[src/rtl/stepper_multi_pkg.sv]
// Shared types and defaults for the multi-axis stepper pulse generator.
// Width defaults match the existing two-axis stepper.
package stepper_multi_pkg;

    localparam int DEF_NUM_AXES         = 3;
    localparam int DEF_PULSE_NUM_BITS   = 16;
    localparam int DEF_PULSE_WIDTH_BITS = 16;

    typedef enum logic [2:0] {
        ST_IDLE   = 3'd0,
        ST_LOAD   = 3'd1,
        ST_HIGH   = 3'd2,
        ST_LOW    = 3'd3,
        ST_FINISH = 3'd4
    } state_e;

    // Signed to unsigned magnitude; the most negative value maps to 2^31.
    function automatic logic [31:0] abs_mag(input logic signed [31:0] v);
        logic [31:0] r;
        r = v[31] ? (~v + 32'd1) : v;
        return r;
    endfunction

endpackage

[src/rtl/stepper_axis_dda.sv]
// One interpolated axis: latches magnitude/direction at move start and runs a
// DDA error accumulator that decides whether this axis pulses on each step.
module stepper_axis_dda
    import stepper_multi_pkg::*;
#(
    parameter int PULSE_NUM_BITS = DEF_PULSE_NUM_BITS
) (
    input  logic                      clk,
    input  logic                      reset,
    input  logic                      i_load,
    input  logic [PULSE_NUM_BITS-1:0] i_num,
    input  logic                      i_step,
    input  logic                      i_phase_end,
    input  logic [PULSE_NUM_BITS-1:0] i_major,
    output logic [PULSE_NUM_BITS-1:0] o_mag,
    output logic                      o_out,
    output logic                      o_dir
);

    // One extra bit so err + mag cannot wrap when both approach 2^(B-1).
    localparam int AW = PULSE_NUM_BITS + 1;

    logic [PULSE_NUM_BITS-1:0] w_mag_in;
    logic [PULSE_NUM_BITS-1:0] r_mag;
    logic [AW-1:0]             r_err;
    logic [AW-1:0]             w_sum;
    logic [AW-1:0]             w_major;
    logic                      r_out;
    logic                      r_dir;

    assign w_mag_in = PULSE_NUM_BITS'(abs_mag(32'($signed(i_num))));
    assign w_sum    = r_err + AW'(r_mag);
    assign w_major  = AW'(i_major);

    always_ff @(posedge clk or negedge reset) begin
        if (!reset) begin
            r_mag <= '0;
            r_err <= '0;
            r_out <= 1'b0;
            r_dir <= 1'b1;
        end else if (i_load) begin
            r_mag <= w_mag_in;
            r_dir <= ~i_num[PULSE_NUM_BITS-1];
            r_err <= '0;
            r_out <= 1'b0;
        end else if (i_step) begin
            if (w_sum >= w_major) begin
                r_err <= w_sum - w_major;
                r_out <= 1'b1;
            end else begin
                r_err <= w_sum;
            end
        end else if (i_phase_end) begin
            r_out <= 1'b0;
        end
    end

    assign o_mag = r_mag;
    assign o_out = r_out;
    assign o_dir = r_dir;

endmodule

[src/rtl/stepper_ctrl_multi.sv]
// N-axis stepper pulse generator: one trigger runs a linearly interpolated move
// where every axis finishes on the same major-axis step.
module stepper_ctrl_multi
    import stepper_multi_pkg::*;
#(
    parameter int NUM_AXES         = DEF_NUM_AXES,
    parameter int PULSE_NUM_BITS   = DEF_PULSE_NUM_BITS,
    parameter int PULSE_WIDTH_BITS = DEF_PULSE_WIDTH_BITS
) (
    input  logic                               clk,
    input  logic                               reset,
    input  logic                               clk_en,
    input  logic                               trigger,
    input  logic                               abort,
    input  logic [PULSE_WIDTH_BITS-1:0]        pulse_width,
    input  logic [NUM_AXES*PULSE_NUM_BITS-1:0] pulse_num,
    output logic                               rdy,
    output logic                               done,
    output logic                               aborted,
    output logic [PULSE_NUM_BITS-1:0]          step_cnt,
    output logic [NUM_AXES-1:0]                out,
    output logic [NUM_AXES-1:0]                dir,
    output state_e                             dbg_state
);

    // Handshake: trigger is a level sampled on clk_en ticks in IDLE while rdy=1;
    // done falls on the accepting tick and rises when the move ends; trigger must
    // be seen low before another move (including after reset) is accepted.

    state_e                      r_state, w_next;
    logic                        r_rdy, r_done, r_aborted, r_armed;
    logic [PULSE_NUM_BITS-1:0]   r_step_cnt, w_cnt_inc, w_major;
    logic [PULSE_WIDTH_BITS-1:0] r_pw, r_wcnt, w_pw_eff;
    logic                        w_phase_done;
    logic                        w_accept, w_step, w_phase_end, w_abort, w_step_done;
    logic [PULSE_NUM_BITS-1:0]   w_mag [NUM_AXES];
    logic [NUM_AXES-1:0]         w_out, w_dir;

    assign w_pw_eff     = (r_pw == '0) ? PULSE_WIDTH_BITS'(1) : r_pw;
    assign w_phase_done = (r_wcnt == w_pw_eff - PULSE_WIDTH_BITS'(1));
    assign w_cnt_inc    = r_step_cnt + PULSE_NUM_BITS'(1);

    always_comb begin
        w_major = '0;
        for (int i = 0; i < NUM_AXES; i++) begin
            if (w_mag[i] > w_major) w_major = w_mag[i];
        end
    end

    always_ff @(posedge clk or negedge reset) begin
        if (!reset) r_state <= ST_IDLE;
        else        r_state <= w_next;
    end

    always_comb begin
        w_next      = r_state;
        w_accept    = 1'b0;
        w_step      = 1'b0;
        w_phase_end = 1'b0;
        w_abort     = 1'b0;
        w_step_done = 1'b0;
        case (r_state)
            ST_IDLE: begin
                if (clk_en && trigger && r_armed) begin
                    w_accept = 1'b1;
                    w_next   = ST_LOAD;
                end
            end
            ST_LOAD: begin
                if (clk_en) begin
                    if (w_major == '0) begin
                        w_next = ST_FINISH;
                    end else begin
                        w_step = 1'b1;
                        w_next = ST_HIGH;
                    end
                end
            end
            ST_HIGH: begin
                if (clk_en) begin
                    if (abort) begin
                        w_abort     = 1'b1;
                        w_phase_end = 1'b1;
                        w_next      = ST_FINISH;
                    end else if (w_phase_done) begin
                        w_phase_end = 1'b1;
                        w_next      = ST_LOW;
                    end
                end
            end
            ST_LOW: begin
                if (clk_en) begin
                    if (abort) begin
                        w_abort     = 1'b1;
                        w_phase_end = 1'b1;
                        w_next      = ST_FINISH;
                    end else if (w_phase_done) begin
                        w_step_done = 1'b1;
                        if (w_cnt_inc == w_major) begin
                            w_next = ST_FINISH;
                        end else begin
                            w_step = 1'b1;
                            w_next = ST_HIGH;
                        end
                    end
                end
            end
            ST_FINISH: begin
                if (clk_en && !trigger) w_next = ST_IDLE;
            end
            default: w_next = ST_IDLE;
        endcase
    end

    always_ff @(posedge clk or negedge reset) begin
        if (!reset) begin
            r_rdy      <= 1'b1;
            r_done     <= 1'b1;
            r_aborted  <= 1'b0;
            r_armed    <= 1'b0;
            r_step_cnt <= '0;
            r_pw       <= '0;
            r_wcnt     <= '0;
        end else if (clk_en) begin
            if (r_state == ST_IDLE && !trigger) r_armed <= 1'b1;
            // Phase counter restarts on every state change.
            r_wcnt <= (w_next != r_state) ? '0 : r_wcnt + PULSE_WIDTH_BITS'(1);
            if (w_accept) begin
                r_pw       <= pulse_width;
                r_rdy      <= 1'b0;
                r_done     <= 1'b0;
                r_aborted  <= 1'b0;
                r_step_cnt <= '0;
            end
            if (w_step_done) r_step_cnt <= w_cnt_inc;
            if (w_abort) r_aborted <= 1'b1;
            if (w_next == ST_FINISH && r_state != ST_FINISH) r_done <= 1'b1;
            if (w_next == ST_IDLE && r_state == ST_FINISH) r_rdy <= 1'b1;
        end
    end

    for (genvar g = 0; g < NUM_AXES; g++) begin : g_axis
        stepper_axis_dda #(
            .PULSE_NUM_BITS(PULSE_NUM_BITS)
        ) u_axis (
            .clk        (clk),
            .reset      (reset),
            .i_load     (w_accept),
            .i_num      (pulse_num[g*PULSE_NUM_BITS +: PULSE_NUM_BITS]),
            .i_step     (w_step),
            .i_phase_end(w_phase_end),
            .i_major    (w_major),
            .o_mag      (w_mag[g]),
            .o_out      (w_out[g]),
            .o_dir      (w_dir[g])
        );
    end

    assign rdy       = r_rdy;
    assign done      = r_done;
    assign aborted   = r_aborted;
    assign step_cnt  = r_step_cnt;
    assign out       = w_out;
    assign dir       = w_dir;
    assign dbg_state = r_state;

endmodule

[config.mk]
export PLATFORM = sky130hd
export DESIGN_NAME = stepper_ctrl_multi
export DESIGN_NICKNAME = d
export VERILOG_FILES = /design/src/rtl/stepper_multi_pkg.sv /design/src/rtl/stepper_axis_dda.sv /design/src/rtl/stepper_ctrl_multi.sv
export SDC_FILE = /design/constraint.sdc
export NUM_CORES = 1
export LEC_CHECK = 0
export CAP_MARGIN = 20
export CORE_MARGIN = 2
export CORE_UTILIZATION = 45
export DETAILED_ROUTE_END_ITERATION = 7
export PLACE_DENSITY = 0.67
export SLEW_MARGIN = 20
export SYNTH_ARGS = -nofsm -noshare
export SYNTH_HDL_FRONTEND = slang
export SYNTH_SLANG_ARGS = --single-unit
[constraint.sdc]
create_clock -name clk -period 7.38 [get_ports clk]
set_input_delay 0.738 -clock clk [delete_from_list [all_inputs] [get_ports clk]]
set_output_delay 0.738 -clock clk [all_outputs]
set_load 0.03 [all_outputs]
==> results of run 1 <==
-- layer usage --
layer	vias to the layer above	part of all wire [%]	wire length, µm	track usage (%)
li1	6535	-	-	-
met1	6498	44	19800	36.1
met3	85	6.1	2740	4.61
met4	0	3.0	1320	8.42
met2	367	47	21000	44.5
met5	-	0	0	0
-- final cells by class --
type | instances | area (µm²) | share of cell area, %
Inverter | 84 | 318 | 1.78
Sequential cell | 160 | 4010 | 22.4
Clock inverter | 14 | 191 | 1.07
Timing Repair Buffer | 264 | 2330 | 13.0
Multi-Input combinational cell | 1404 | 10100 | 56.5
Tap cell | 402 | 503 | 2.81
Clock buffer | 18 | 429 | 2.40
-- sequential cells by signal (all words and copies together), names as in the netlist --
name / count
g_axis.u_axis.r_err: 51
g_axis.u_axis.o_mag: 48
r_pw: 16
r_wcnt: 16
step_cnt: 16
dbg_state: 3
g_axis.u_axis.o_dir: 3
g_axis.u_axis.o_out: 3
aborted: 1
done: 1
r_armed: 1
rdy: 1
-- layout by cell type, fill, tap and decap left out, types with 30 or more instances in the layout --
| cell | netlist | layout |
|---|---|---|
| a21o_1 | 31 | 31 |
| a21oi_1 | 98 | 78 |
| buf_4 | 9 | 152 |
| clkdlybuf4s50_1 | 0 | 95 |
| dfrtp_1 | 155 | 155 |
| ha_1 | 132 | 122 |
| inv_1 | 83 | 77 |
| mux2i_1 | 74 | 65 |
| nand2_1 | 260 | 258 |
| nand3_1 | 54 | 52 |
| nor2_1 | 87 | 76 |
| nor3_1 | 32 | 30 |
| o21ai_0 | 152 | 127 |
| xnor2_1 | 120 | 119 |
| xor2_1 | 69 | 69 |
-- what timing repair did --
| item | CTS | global route |
|---|---|---|
| pin swaps | 4 | 71 |
| cloned | 0 | 4 |
| gates resized for setup | 17 | 140 |
| endpoints found under the setup margin | 39 | 53 |
| setup buffers | 1 | 27 |
-- cell usage after synthesis (5+ instances only) --
cell type  instances  area share [%]
nand2_1          260             6.9
xor2_1            69             4.3
mux2i_1           74             5.2
buf_6              5            0.40
dfrtp_1          155              27
o31ai_1           12            0.63
dfstp_2            5            0.93
ha_1             132              12
o21bai_1          18            0.95
or4_1             11            0.58
nand4_1           20            0.88
o41ai_1           12            0.74
nor4_1            15            0.66
clkbuf_1          46             1.2
a21oi_1           98             3.5
nor2_1            87             2.3
xnor2_1          120             7.4
inv_1             83             2.2
o211ai_1           5            0.26
and2_1             7            0.31
nand2b_1          12            0.53
o2111ai_1          6            0.37
a41o_1             5            0.35
buf_4              9            0.48
or2_2              6            0.26
nand3_1           54             1.9
a211o_1            5            0.31
fa_1               6            0.85
o21ai_0          152             5.4
and3_1            16            0.70
a21boi_0           5            0.26
a31oi_1           10            0.44
or3_1             23             1.0
o21a_1            11            0.58
a21o_1            31             1.6
a2111oi_0          5            0.31
o31a_1             6            0.37
nor2b_1           13            0.57
nor3_1            32             1.1
-- how the worst max path moves through the flow --
stage                                from                    endpoint  slack (ns)
2_1_floorplan  g_axis[0].u_axis.o_mag[10]   g_axis[2].u_axis.r_err[0]       0.009
3_3_place_gp   g_axis[0].u_axis.o_mag[15]   g_axis[0].u_axis.r_err[6]      -0.005
5_1_grt         g_axis[0].u_axis.o_mag[8]  g_axis[0].u_axis.r_err[16]       -0.32
3_5_place_dp   g_axis[0].u_axis.o_mag[15]  g_axis[1].u_axis.r_err[16]       -0.21
6_report        g_axis[0].u_axis.o_mag[8]  g_axis[0].u_axis.r_err[16]        0.05
4_1_cts        g_axis[0].u_axis.o_mag[11]  g_axis[0].u_axis.r_err[16]        0.01
-- cell families (layout without fill, tap and decap cells) --
family                     after synthesis  count (layout)  synth area share (%)
and+or+nand+nor                        581             581                  19.2
AOI/OAI and AO/OA                      415             415                  18.2
xor gates and xnor gates               189             189                  11.7
DFF                                    160             160                  28.2
buffers and inverters                  148             380                  4.43
adders and majority gates              138             138                  12.5
muxes                                   81              81                  5.79
-- metrics by stage --
| stage | cell area [µm²] | util, % | hold slack (ns) |
|---|---|---|---|
| after floorplan | 14200 | - | 0.442 |
| after global placement | 16500 | 52.6 | 0.461 |
| after detailed placement | 16500 | 52.6 | 0.476 |
| after CTS | 17100 | 54.8 | 0.207 |
| after global routing | 17900 | 57.1 | 0.232 |
| final | 17900 | 57.1 | 0.201 |
==> flow_summary.yaml, run 1 <==
synth:
  synth_edf_count: 0
  ys_types: 74
  synth_area_um2: 14200
  avgSynthCellArea_um2: 8.30
  yosysWarnings: 0
  syn_nets: 1919
  synthFlopType: "dfrtp_1"
  ys_ff_latch: 160
  synthArstFlopShare_pct: 100
  synthCells: 1712
  ys_seq_area_share_pct: 28.2
floorplanning:
  die_w_um: 182
  core_area_um2: 31300
  die_h_um: 182
  num_io_pins: 97
  start_util_pct: 45.4
  die_area_um2: 33000
  core.rowCount: 65
routing:
  wl_um: 44800
  initialDrtViolationCount: 1079
  drt-wirelength-per-cell_um: 19.1
  first_pass_iters: 5
  drtAntennaViolNets: 0
  viasPerCell: 5.75
  drc: 0
  num_vias: 13485
setup_path:
  path_max_fanout: 7
  r2r_cells: 36
  r2r_slack_ns: 0.05
  critPathBufInv: 6
  rr_endpoint: "g_axis[0].u_axis.r_err[16]"
  cp_slowest_stage_delay_ns: 0.55
  crit_required_ns: 7.73
  crit_cells: 36
  reg2reg_from: "g_axis[0].u_axis.o_mag[8]"
  start_kind: "register"
  arrival_ns: 7.68
  critPathKind: "reg -> reg"
  cp-end-kind: "register"
  crit_path_top_delay_cell: "or4_4"
  cp_top_family: "simple AND/OR/NAND/NOR gates"
cts:
  postCtsHoldBufs: 0
  cts-root-buf: "clkbuf_16"
  numCtsBuffers: 17
  clkTransAtPathRegs_ns: 0.08
  clockBufferDepth: 2
  cts_tree: "built"
  clk_latency_ns: 0.47
  htreeDepth: 4
  clock_sinks: 160
sta:
  setup_viol: 0
  max_freq_mhz: 136
  tightest_slew_ns: 1.04
  slew_violations: 0
  final_hold_viol_count: 0
  finalCritPeriodShare_pct: 99.3
  setup_slack_ns: 0.0534
  finalSetupTns_ns: 0
  skew_ns: 0.0144
  max_slew_margin_pct: 30.5
  rsz0062_at_grt: "yes"
  period_needed_ns: 7.33
final_layout:
  syn2layout_area_growth_pct: 25.9
  num_antenna_cells: 0
  fillerInstances: 2780
  stdcell_count: 2346
  nets: 2138
  drive_above_1_share_pct: 16.7
global_route:
  grtUsageTotal_pct: 27.0
  grt_antenna_before_repair: 0
  grt_start_max_net_pins: 96
  grt_overflow: 0
  first_global_vias: 13008
  grt_pass1_wl_um: 69800
outcome:
  status: "completed"
placement:
  place_inst: 2284
  dp_hpwl_um: 33700
  gp_congestion: 0.981
  portBuffers: 96
  place_ws_ns: -0.212
min_path:
  min_path_type: "in -> async"
flow_run:
  cap_violations: 0
Power of run 1 is not shown: default switching activity piles up to over one toggle a cycle in this logic, so the estimate is an artifact.
==> inputs of run 2 (changes only) <==
CORE_MARGIN = default   (was 2)
==> flow_summary.yaml, run 2 (synthesis gave the netlist of run 1 again) <==
cts:
  htreeDepth: 4
  clock_sinks: 160
  numCtsBuffers: 17
  postCtsHoldBufs: 0
  cts_tree: "built"
  cts-root-buf: "clkbuf_16"
  clk_latency_ns: 0.45
  clkTransAtPathRegs_ns: 0.07
  clockBufferDepth: 2
floorplanning:
  num_io_pins: 97
  core.rowCount: 64
  die_h_um: 180
  core_area_um2: 30800
  die_area_um2: 32300
  die_w_um: 180
  start_util_pct: 46.1
routing:
  num_vias: 13475
  initialDrtViolationCount: 1098
  viasPerCell: 5.81
  wl_um: 43700
  drtAntennaViolNets: 0
  drt-wirelength-per-cell_um: 18.8
  first_pass_iters: 5
  drc: 0
sta:
  period_needed_ns: 7.32
  max_freq_mhz: 137
  max_slew_margin_pct: 36.0
  tightest_slew_ns: 0.949
  slew_violations: 0
  finalSetupTns_ns: 0
  skew_ns: 0.0113
  setup_viol: 0
  rsz0062_at_grt: "yes"
  final_hold_viol_count: 0
  finalCritPeriodShare_pct: 99.1
setup_path:
  cp_slowest_stage_delay_ns: 0.45
  r2r_slack_ns: 0.06
  path_max_fanout: 6
  rr_endpoint: "g_axis[2].u_axis.r_err[16]"
  start_kind: "register"
  crit_path_top_delay_cell: "or4_4"
  critPathKind: "reg -> reg"
  r2r_cells: 39
  crit_required_ns: 7.71
  arrival_ns: 7.65
  cp-end-kind: "register"
  reg2reg_from: "g_axis[0].u_axis.o_mag[15]"
final_layout:
  drive_above_1_share_pct: 14.8
  top_register: "g_axis.u_axis.r_err"
  syn2layout_area_growth_pct: 23.8
  final_cell_mix: "nand2_1 (258), dfrtp_1 (155), buf_4 (135)"
  nets: 2119
  num_antenna_cells: 0
  largest_reg_flops: 51
  fillerInstances: 2681
  final_common_cell: "nand2_1"
placement:
  portBuffers: 96
  dp_hpwl_um: 32300
  gp_congestion: 0.948
global_route:
  met1_usage_pct: 35.3
  grt_pass1_wl_um: 68900
  first_global_vias: 13147
  grt_antenna_before_repair: 0
  use_met3_pct: 4.34
  grt_overflow: 0
  busiest_layer: "met2"
  grtUsageTotal_pct: 26.8
  grt_start_max_net_pins: 118
  met2_usage_pct: 44.5
min_path:
  min_path_type: "in -> async"
flow_run:
  cap_violations: 0
outcome:
  status: "completed"
## run 2: cell types whose count changed in the layout (fill, tap and decap cells not counted), moves of 5 or more
cell	before	now
buf_8	5	0
nor2_1	76	86
a21oi_2	20	11
o21ai_1	19	14
mux2i_1	65	70
o21ai_0	127	133
nor2_4	8	0
a21oi_1	78	86
buf_4	152	135
## run 2: worst max path at each step
stage,start,to,slack [ns],cells past startpoint
2_1_floorplan,g_axis[0].u_axis.o_mag[10],g_axis[2].u_axis.r_err[0],0.009,37
3_3_place_gp,g_axis[0].u_axis.o_mag[15],g_axis[2].u_axis.r_err[16],-0.06,38
3_5_place_dp,g_axis[0].u_axis.o_mag[15],g_axis[2].u_axis.r_err[16],-0.20,38
4_1_cts,g_axis[0].u_axis.o_mag[11],g_axis[2].u_axis.r_err[16],0.006,34
5_1_grt,g_axis[0].u_axis.o_mag[15],g_axis[2].u_axis.r_err[16],-0.25,39
6_report,g_axis[0].u_axis.o_mag[15],g_axis[2].u_axis.r_err[16],0.06,39
## run 2: repair_timing
item                       CTS  global route
buffers inserted            26            30
pin swaps                   17            55
setup endpoints to repair   50            54
gates resized for setup     22            89
cloned                       1             1
## run 2: stage by stage
stage | hold WS [ns] | util (%) | std cells | instance area (µm²) | setup WS [ns]
6_report | 0.387 | 57.0 | 2320 | 17600 | 0.0649
5_1_grt | 0.469 | 57.0 | 2320 | 17600 | -0.249
4_1_cts | 0.430 | 55.0 | 2290 | 17000 | 0.00639
3_5_place_dp | 0.474 | 52.3 | 2232 | 16100 | -0.197
3_3_place_gp | 0.471 | 52.3 | 2232 | 16100 | -0.0603
2_1_floorplan | 0.442 | - | 1712 | 14200 | 0.00927
## run 2: layout make-up
type | instances | area, µm² | share of cell area, %
Clock buffer | 19 | 443 | 2.52
Multi-Input combinational cell | 1404 | 10000 | 57.0
Clock inverter | 12 | 101 | 0.576
Timing Repair Buffer | 245 | 2200 | 12.5
Sequential cell | 160 | 4010 | 22.8
Tap cell | 396 | 495 | 2.82
Inverter | 84 | 315 | 1.79
## run 2: critical path: cells and delay by family (launching register included)
kind / cells / cell delay, ns
xor+xnor: 1 / 0.19
flops: 1 / 0.35
mux: 2 / 0.44
buf+inv: 6 / 0.72
fa+ha+maj: 4 / 1.13
simple gates: 11 / 2.01
compound gates: 15 / 2.32
## run 2: layer usage
metal / share of wire, % / wire length [µm]
met5: 0 / 0
met4: 3.0 / 1330
met3: 6.3 / 2740
met2: 47 / 20400
met1: 44 / 19200
Power of run 2 is left out for the same reason.
==> inputs of run 3 (changes only) <==
PLACE_DENSITY = 0.65   (was 0.67)
clock period = 9.2 ns   (was 7.38 ns; I/O delays follow)
==> flow_summary.yaml, run 3 (synthesis gave the netlist of run 1 again) <==
routing:
  drc: 0
  initialDrtViolationCount: 1106
  drt-wirelength-per-cell_um: 19.8
  viasPerCell: 5.84
  num_vias: 12854
  first_pass_iters: 8
  drtAntennaViolNets: 0
  wl_um: 43500
placement:
  portBuffers: 96
  place_inst: 2171
  gp_congestion: 0.967
  place_ws_ns: 0.244
  dp_hpwl_um: 32700
global_route:
  grt_antenna_before_repair: 0
  met2_usage_pct: 43.6
  grt_start_max_net_pins: 86
  busiest_layer: "met2"
  met1_usage_pct: 38.6
  grt_overflow: 0
  grt_pass1_wl_um: 68800
  use_met3_pct: 4.09
  grtUsageTotal_pct: 27.5
  first_global_vias: 12125
final_layout:
  stdcell_count: 2202
  final_cell_mix: "nand2_1 (260), dfrtp_1 (155), o21ai_0 (152)"
  top_register: "g_axis.u_axis.r_err"
  largest_reg_flops: 51
  num_antenna_cells: 0
  final_common_cell: "nand2_1"
  syn2layout_area_growth_pct: 14.1
  nets: 2001
  drive_above_1_share_pct: 5.32
cts:
  clock_sinks: 160
  clockBufferDepth: 2
  clkTransAtPathRegs_ns: 0.07
  clk_latency_ns: 0.46
  cts-root-buf: "clkbuf_16"
  postCtsSetupBuffers: 0
  numCtsBuffers: 17
  cts_tree: "built"
  htreeDepth: 4
sta:
  tightest_slew_ns: 1.19
  max_freq_mhz: 117
  setup_viol: 0
  slew_violations: 0
  finalSetupTns_ns: 0
  whs_ns: 0.433
  rsz0062_at_grt: "no"
  skew_ns: 0.0165
  setup_slack_ns: 0.666
  max_slew_margin_pct: 19.7
  period_needed_ns: 8.53
  final_hold_viol_count: 0
  finalCritPeriodShare_pct: 92.8
min_path:
  min_path_type: "in -> async"
setup_path:
  cp-end-kind: "register"
  crit_required_ns: 9.49
  cp_common_cell: "o21ai_0"
  arrival_ns: 8.83
  start_kind: "register"
  cp_slowest_stage_delay_ns: 0.57
  path_max_fanout: 17
  crit_path_top_delay_cell: "or4_1"
  critPathKind: "reg -> reg"
floorplanning:
  die_area_um2: 32300
  num_io_pins: 97
  core.rowCount: 64
  start_util_pct: 46.1
  die_h_um: 180
  core_area_um2: 30800
  die_w_um: 180
flow_run:
  cap_violations: 0
outcome:
  status: "completed"
## run 3: path summary, 6_finish.rpt
kind	start	endpoint	slack (ns)	cells after the start
worst max-delay path	g_axis[0].u_axis.o_mag[10]	g_axis[0].u_axis.r_err[12]	0.67	33
worst min-delay path	reset	g_axis[2].u_axis.r_err[8]	0.43	1
worst max register to register	g_axis[0].u_axis.o_mag[10]	g_axis[0].u_axis.r_err[12]	0.67	33
worst min register to register	aborted	aborted	0.48	2
max in group asynchronous	reset	g_axis[0].u_axis.o_mag[15]	7.39	2
min in group clk	aborted	aborted	0.48	2
## run 3: worst max-delay path: cells and delay by family, from the launching register on
| family | cells | cell delay [ns] |
|---|---|---|
| buf+inv | 3 | 0.51 |
| compound gates | 11 | 2.17 |
| mux | 4 | 1.28 |
| simple gates | 12 | 3.10 |
| fa+ha+maj | 3 | 0.84 |
| flops | 1 | 0.47 |
## run 3: layout make-up
cell class / instances / area (µm²)
Tap cell: 396 / 495
Sequential cell: 160 / 4010
Fill cell: 2891 / 14600
Timing Repair Buffer: 127 / 1190
Clock buffer: 22 / 474
Inverter: 84 / 315
Multi-Input combinational cell: 1404 / 9590
Clock inverter: 9 / 121
## run 3: routing by layer
metal | up-vias | wire [µm]
li1 | 6270 | -
met1 | 6162 | 20700
met2 | 370 | 19500
met3 | 52 | 2310
met4 | 0 | 962
met5 | - | 0
## run 3: metrics by stage
stage,utilization [%],instance area (µm²)
finish,52.6,16200
global route,52.6,16200
CTS,52.5,16200
detailed placement,50.6,15600
global placement,50.6,15600
floorplan,-,14200
## run 3: timing repair
item	4_1_cts	5_1_grt
hold buffers	0	0
gates resized for setup	0	3
hold endpoints to repair	0	0
setup endpoints to repair	0	51
Power of run 3 is left out for the same reason.
